**src/rtl/regwrite_arbiter.sv**
```systemverilog
// Shares the register-file write port between writeback (priority) and a deferred FIFO; 1-cycle registered write.
// Backpressure: mdu_ready drops when the FIFO is full; stall_req asks the pipeline for a bubble when the head starves.
module regwrite_arbiter #(
    parameter int FIFO_DEPTH   = 2,
    parameter int STARVE_LIMIT = 4
) (
    input  logic                          clk,
    input  logic                          rst,
    input  logic                          wb_reg_write,
    input  logic [4:0]                    wb_write_register,
    input  logic [31:0]                   wb_write_data,
    input  logic                          mdu_valid,
    input  logic [4:0]                    mdu_reg,
    input  logic [31:0]                   mdu_data,
    output logic                          mdu_ready,
    output logic                          rf_we,
    output logic [4:0]                    rf_waddr,
    output logic [31:0]                   rf_wdata,
    output logic                          stall_req,
    output logic [$clog2(FIFO_DEPTH):0]   fifo_count
);
    localparam int AW = $clog2(FIFO_DEPTH);
    localparam int CW = AW + 1;

    typedef struct packed {
        logic [4:0]  addr;
        logic [31:0] dat;
    } wr_ent_t;

    wr_ent_t         r_mem [FIFO_DEPTH];
    logic [AW-1:0]   r_wptr;
    logic [AW-1:0]   r_rptr;
    logic [CW-1:0]   r_count;
    logic [2:0]      r_starve_cnt;
    logic            r_rf_we;
    logic [4:0]      r_rf_waddr;
    logic [31:0]     r_rf_wdata;

    logic            w_wb_vld;
    logic            w_empty;
    logic            w_accept;
    logic            w_push;
    logic            w_pop;
    wr_ent_t         w_head;

    assign w_wb_vld  = wb_reg_write && (wb_write_register != 5'd0);
    assign w_empty   = (r_count == '0);
    assign mdu_ready = (r_count < CW'(FIFO_DEPTH));
    assign w_accept  = mdu_valid && mdu_ready && !rst;
    assign w_push    = w_accept && (mdu_reg != 5'd0);
    // Pop decision uses the registered count only, so a same-cycle push never bypasses.
    assign w_pop     = !w_wb_vld && !w_empty;
    assign w_head    = r_mem[r_rptr];

    always_ff @(posedge clk) begin
        if (w_push) begin
            r_mem[r_wptr] <= '{addr: mdu_reg, dat: mdu_data};
        end
    end

    always_ff @(posedge clk) begin
        if (rst) begin
            r_wptr  <= '0;
            r_rptr  <= '0;
            r_count <= '0;
        end else begin
            if (w_push) begin
                r_wptr <= r_wptr + AW'(1);
            end
            if (w_pop) begin
                r_rptr <= r_rptr + AW'(1);
            end
            case ({w_push, w_pop})
                2'b10:   r_count <= r_count + CW'(1);
                2'b01:   r_count <= r_count - CW'(1);
                default: r_count <= r_count;
            endcase
        end
    end

    always_ff @(posedge clk) begin
        if (rst) begin
            r_starve_cnt <= '0;
        end else if (w_pop || w_empty) begin
            r_starve_cnt <= '0;
        end else if (w_wb_vld && (r_starve_cnt != 3'(STARVE_LIMIT))) begin
            r_starve_cnt <= r_starve_cnt + 3'd1;
        end
    end

    always_ff @(posedge clk) begin
        if (rst) begin
            r_rf_we    <= 1'b0;
            r_rf_waddr <= '0;
            r_rf_wdata <= '0;
        end else if (w_wb_vld) begin
            r_rf_we    <= 1'b1;
            r_rf_waddr <= wb_write_register;
            r_rf_wdata <= wb_write_data;
        end else if (w_pop) begin
            r_rf_we    <= 1'b1;
            r_rf_waddr <= w_head.addr;
            r_rf_wdata <= w_head.dat;
        end else begin
            r_rf_we    <= 1'b0;
        end
    end

    assign stall_req  = (r_starve_cnt == 3'(STARVE_LIMIT));
    assign rf_we      = r_rf_we;
    assign rf_waddr   = r_rf_waddr;
    assign rf_wdata   = r_rf_wdata;
    assign fifo_count = r_count;

endmodule

```
**config.mk**
```make
export PLATFORM = sky130hd
export DESIGN_NAME = regwrite_arbiter
export DESIGN_NICKNAME = d
export VERILOG_FILES = /design/src/rtl/regwrite_arbiter.sv
export SDC_FILE = /design/constraint.sdc
export NUM_CORES = 1
export LEC_CHECK = 0
export CAP_MARGIN = 20
export CORE_UTILIZATION = 35
export CTS_BUF_LIST = sky130_fd_sc_hd__clkbuf_4
export DETAILED_ROUTE_END_ITERATION = 10
export MAX_ROUTING_LAYER = met4
export PLACE_DENSITY = 0.59
export SLEW_MARGIN = 10
export SYNTH_ARGS = -nofsm -noshare
export SYNTH_HDL_FRONTEND = slang
export SYNTH_SLANG_ARGS = --single-unit
```
**constraint.sdc**
```tcl
create_clock -name clk -period 5.8 [get_ports clk]
set_input_delay 0.58 -clock clk [delete_from_list [all_inputs] [get_ports clk]]
set_output_delay 0.58 -clock clk [all_outputs]
set_load 0.02 [all_outputs]
```
Word-level counts from Yosys, hierarchy flattened
Memories as Yosys holds them, arrays and structs flattened. A register that Yosys moved wholly into a read port is not among the register bits.
Index checks and enable logic that the tools add are counted.
{"block": "totals", "regBits": 45, "ram_bits": 74, "in_bits": 78, "word_cells": 45, "n_memories": 1}
{"name": "r_mem", "words": 2, "width": 37, "read_ports": 1, "rd_clocked_by_memory_dff": 1, "wr": 1, "line_no": "30", "rtl": "wr_ent_t r_mem [FIFO_DEPTH];"}
{"block": "classes", "n_addsub": 5, "magnitude_cmp": 1, "eq_ne": 4, "mux": 11, "n_reduce_logical": 16}
{"operator": "two-way mux 32 bit", "count": 2}
{"operator": "two-way mux 5 bit", "count": 2}
{"operator": "nonzero test 5 bit", "count": 2}
{"operator": "logical AND 1 bit", "count": 6}
{"operator": "two-way mux 1 bit", "count": 6}
{"operator": "one-hot mux 2 bit (2 select lines)", "count": 1}
{"operator": "nonzero test 2 bit", "count": 2}
{"operator": "adder 3 x 1 -> 3 bit (second input constant)", "count": 1}
{"operator": "equality test 3 bit (second input constant)", "count": 1}
{"operator": "zero test 1 bit", "count": 3}
{"operator": "!= test 3 bit (second input constant)", "count": 1}
{"operator": "adder 1 bit (second input constant)", "count": 2}
{"operator": "adder 2 x 1 -> 2 bit (second input constant)", "count": 1}
{"operator": "equality test 2 x 1 -> 1 bit (second input constant)", "count": 1}
{"operator": "equality test 2 bit (second input constant)", "count": 1}
{"operator": "zero test 2 bit", "count": 1}
{"operator": "< comparator 2 bit (second input constant)", "count": 1}
{"operator": "OR reduction 2 bit", "count": 1}
{"operator": "subtractor 2 x 1 -> 2 bit (second input constant)", "count": 1}
{"operator": "logical OR 1 bit", "count": 1}

Longest topological paths before layout
{"block": "logic_depth", "word_depth": 6, "depth_mapped": 8, "mapped_depth_nobuf": 7}

Worst setup path before layout
Ideal clock, no wire load.
{"block": "synth_path", "path_kind": "input port to flip-flop", "from": "input port rst", "to": "memory r_mem[1][0] in the netlist's numbering (enable)", "setup_time_ns": 0.485, "arrival_ns": 3.853, "setup_slack_ns": 1.462, "path_stages": 4, "cell_sequence": "clkbuf_1 > buf_2 > clkbuf_1 > nor3b_1"}
{"block": "synth_via", "elab_chain_len": 5}
{"element": "start, declared", "line_no": "8", "rtl": "input logic rst,"}
{"element": "zero test 1 bit", "line_no": "49", "rtl": "assign w_accept = mdu_valid && mdu_ready && !rst;"}
{"element": "logical AND 1 bit", "line_no": "49"}
{"element": "logical AND 1 bit", "line_no": "50", "rtl": "assign w_push = w_accept && (mdu_reg != 5'd0);"}
{"element": "two-way mux 1 bit", "line_no": "56", "rtl": "if (w_push) begin"}
{"element": "two-way mux 1 bit (implied by the code)", "line_no": "57", "rtl": "r_mem[r_wptr] <= '{addr: mdu_reg, dat: mdu_data};"}
{"element": "end, declared", "line_no": "30"}
No other way between the ends.

Worst setup path after layout
{"block": "layout_path", "from": "register r_count[1] (netlist: fifo_count[1])", "to": "output port fifo_count[1]"}
{"element": "start, declared", "line_no": "33", "rtl": "logic [CW-1:0] r_count;"}
{"element": "start signal, assigned", "line_no": "74", "rtl": "2'b10: r_count <= r_count + CW'(1);"}
{"element": "start signal, assigned", "line_no": "75", "rtl": "2'b01: r_count <= r_count - CW'(1);"}
{"element": "start signal, assigned", "line_no": "76", "rtl": "default: r_count <= r_count;"}
{"element": "end, declared", "line_no": "20", "rtl": "output logic [$clog2(FIFO_DEPTH):0] fifo_count"}
No word-level cell between the ends.

==> results.json <==
{
  "status": "complete, no violations",
  "core-area_sq_mm": 0.0140,
  "setup_viol": 0,
  "hold_class": "reg -> reg",
  "cts_buffers": 17,
  "crit_path_max_fanout": 39,
  "wl_met1_mm": 4.98,
  "fin_area_sq_mm": 0.00665,
  "gp_congestion": 0.703,
  "firstDrtPassIters": 6,
  "ir_drop_mv": 0.166,
  "post_cts_buffers": 0,
  "wl_per_cell_microns": 16.7,
  "ant_nets": 0,
  "hold_start": "rf_waddr[0]",
  "drt_iter0_drc": 184,
  "initial_core_util_pct": 36.4,
  "period_share_pct": 49.0,
  "critPathCaptureType": "output pin",
  "syn_nets": 459,
  "min_to": "rf_waddr[0]",
  "crit_buf_inv": 1,
  "wirelength_mm": 11.5,
  "p_leak_nw": 2.37,
  "dpl-instance-area_sq_mm": 0.00641,
  "finalHoldViolCount": 0,
  "cp.arrival_ps": 2260,
  "finalMaxSlewViolations": 0,
  "clockRootBuffer": "clkbuf_4",
  "num_io_pins": 120,
  "clock_skew_ps": 23.6,
  "vias": 3401,
  "dp_hpwl_mm": 7.32,
  "ctsResizeCount": 0,
  "slowest_stage": "dfxtp_2",
  "topRoutingLayerUsed": "met4",
  "drive_gt1_share_pct": 10.1,
  "row_count": 43,
  "numPortBuffers": 119,
  "syn_area_sq_mm": 0.00511,
  "max-cap-violations": 0,
  "r2r_slack_ps": 3160,
  "die_width_microns": 123,
  "globalRouteTotalUtil_pct": 16.8,
  "holdBufCountCts": 0,
  "start_kind": "register",
  "met2WireLength_mm": 5.92,
  "synth_area_leaders": "edfxtp_1 43%, dfxtp_1 18%, mux2i_1 13%",
  "layout.nets": 572,
  "clock_latency_ps": 510,
  "finalWorstSetupSlack_ps": 2960,
  "clk_pin_slew_worst_paths_ps": 90,
  "fill_cells": 1267,
  "worst_pin_slew_ps": 977,
  "fin_setup_tns_ps": 0,
  "syn-instance-count": 378,
  "r2r_end": "fifo_count[1]",
  "reg2regPathDepth": 5,
  "clk_path_buf_depth": 2,
  "synth_top_area_share_pct": 43.5,
  "rsz0062_at_grt": "no",
  "grt_antenna_before_repair": 1,
  "drc_errors": 0,
  "rr_startpoint": "fifo_count[1]",
  "cp_cell_sequence": "clkdlybuf4s50_1",
  "power.density_mw_per_mm2": 384,
  "synth_top_area_cell": "edfxtp_1",
  "maxSlewHeadroom_pct": 34.9,
  "areaGrowthSynthToFinish_pct": 30.0,
  "postSynthAreaPerCell_sq_um": 13.5,
  "critPathMaxStageDelay_ps": 990,
  "fmax_mhz": 352,
  "cp.required_ps": 5220,
  "power_mw": 2.55,
  "ys_ff_latch": 120,
  "crit_family": "flip-flops",
  "layout_min_cycle_time_ps": 2840,
  "yosysUniqueCellTypes": 38,
  "numClockSinks": 120,
  "path_class": "reg -> out",
  "grt_pass1_vias": 3489,
  "holdPathStages": 2,
  "yosysWarnings": 0,
  "cts_tree": "done",
  "pre_cts_ws_ps": 2770,
  "yosysSeqAreaShare_pct": 61.5,
  "cts_max_level": 4,
  "grt_pass1_wl_mm": 18.0,
  "wl_met3_microns": 412,
  "die_area_sq_mm": 0.0151,
  "viasPerCell": 4.96,
  "gr-total-overflow": 0,
  "grt_max_degree": 87,
  "dieHeight_microns": 123
}
-- sequential cells by signal, summed over array words and instances (netlist names), named ones only --
signal	count
r_starve_cnt	3
r_wptr	1
rf_wdata	32
rf_we	1
r_mem	74
r_rptr	1
fifo_count	2
rf_waddr	5
-- worst max-delay path by stage --
stage	to	cells after the start	startpoint
detailed placement	fifo_count[1]	7	mdu_reg[0]
CTS	fifo_count[0]	1	fifo_count[0]
finish	fifo_count[1]	1	fifo_count[1]
global route	fifo_count[0]	1	fifo_count[0]
global placement	fifo_count[1]	7	mdu_reg[0]
floorplan	r_mem[1][0]	4	rst
-- cell usage in the layout, fill, tap and decap left out, types with 2 or more instances in the layout --
cell             instances
nand3b_1                 4
nor2b_1                  7
mux2i_1                 65
a211oi_1                 5
ha_1                     3
o41ai_2                  3
nor4_1                   3
nand2b_1                32
a21oi_1                  2
nand2_1                  3
edfxtp_1                74
o21ai_0                  2
nor2_1                   6
buf_4                    7
clkbuf_4                24
dfxtp_2                  3
dfxtp_1                 43
xnor2_1                  2
mux2_2                   3
a211o_1                 32
clkdlybuf4s50_1        118
inv_1                    4
clkinv_1                 6
or2_2                    2
o21bai_1                 3
o32ai_1                  2
nor3_1                  32
-- power by group --
group | total, mW | internal (mW) | switching, mW
logic | 0.851 | 0.423 | 0.428
clock network | 0.516 | 0.237 | 0.278
registers | 1.18 | 1.03 | 0.149
total | 2.55 | 1.69 | 0.855
-- routing by layer --
metal  global-route usage (%)  up-vias
li1                         -     1654
met1                     19.6     1662
met2                     27.2       74
met3                     4.23       11
met4                     7.85        0
met5                        -        -
-- kinds of logic (layout without fill, tap and decap cells) --
group                      count (synthesis)  in the layout  synth area share, %
DFF                                      120            120                 61.5
and+or+nand+nor                           95             95                 10.6
muxes                                     68             68                 13.4
AOI/OAI and AO/OA                         53             53                 9.35
buffers and inverters                     36            162                 3.94
adders and majority gates                  3              3                0.734
xor gates and xnor gates                   3              3                0.514
other                                      0              1                    0
-- through the flow --
stage	cells	hold WS, ps	utilization [%]
after global routing	685	560	47.3
after CTS	684	551	47.3
after global placement	652	531	45.6
after detailed placement	652	532	45.6
after floorplan	378	515	-
final	685	546	47.3
-- final cells by class --
class	instances	area [sq um]	area share, %
sequential	120	3150	47.3
multi-input combinational	222	1780	26.8
timing repair buffer	126	1240	18.6
tap	180	225	3.39
clock buffer	24	180	2.71
clock inverter	8	57.6	0.866
inverter	4	15.0	0.226
antenna	1	2.50	0.0377
-- cells in the mapped netlist --
cell type  instances
edfxtp_1          74
o211ai_1           1
nand2b_1          32
o21bai_1           3
o32ai_1            2
buf_6              1
o31a_1             1
inv_1              4
or4_1              1
nor2_2             1
nor4_1             3
or3_1              1
o21ai_0            2
a211oi_1           5
mux2i_1           65
nand2_1            3
clkbuf_1          17
buf_1              3
xor2_1             1
o31ai_1            1
xnor2_1            2
buf_2              8
nor3b_1            1
or3_4              1
nor2_1             6
o41ai_4            1
dfxtp_1           46
nor3_1            33
o41ai_2            3
buf_12             3
a21oi_1            2
nor2b_1            7
ha_1               3
a211o_1           32
nand3b_1           4
mux2_2             3
or2_2              1
or2_1              1
No activity file was read; power rests on OpenSTA's default activity.
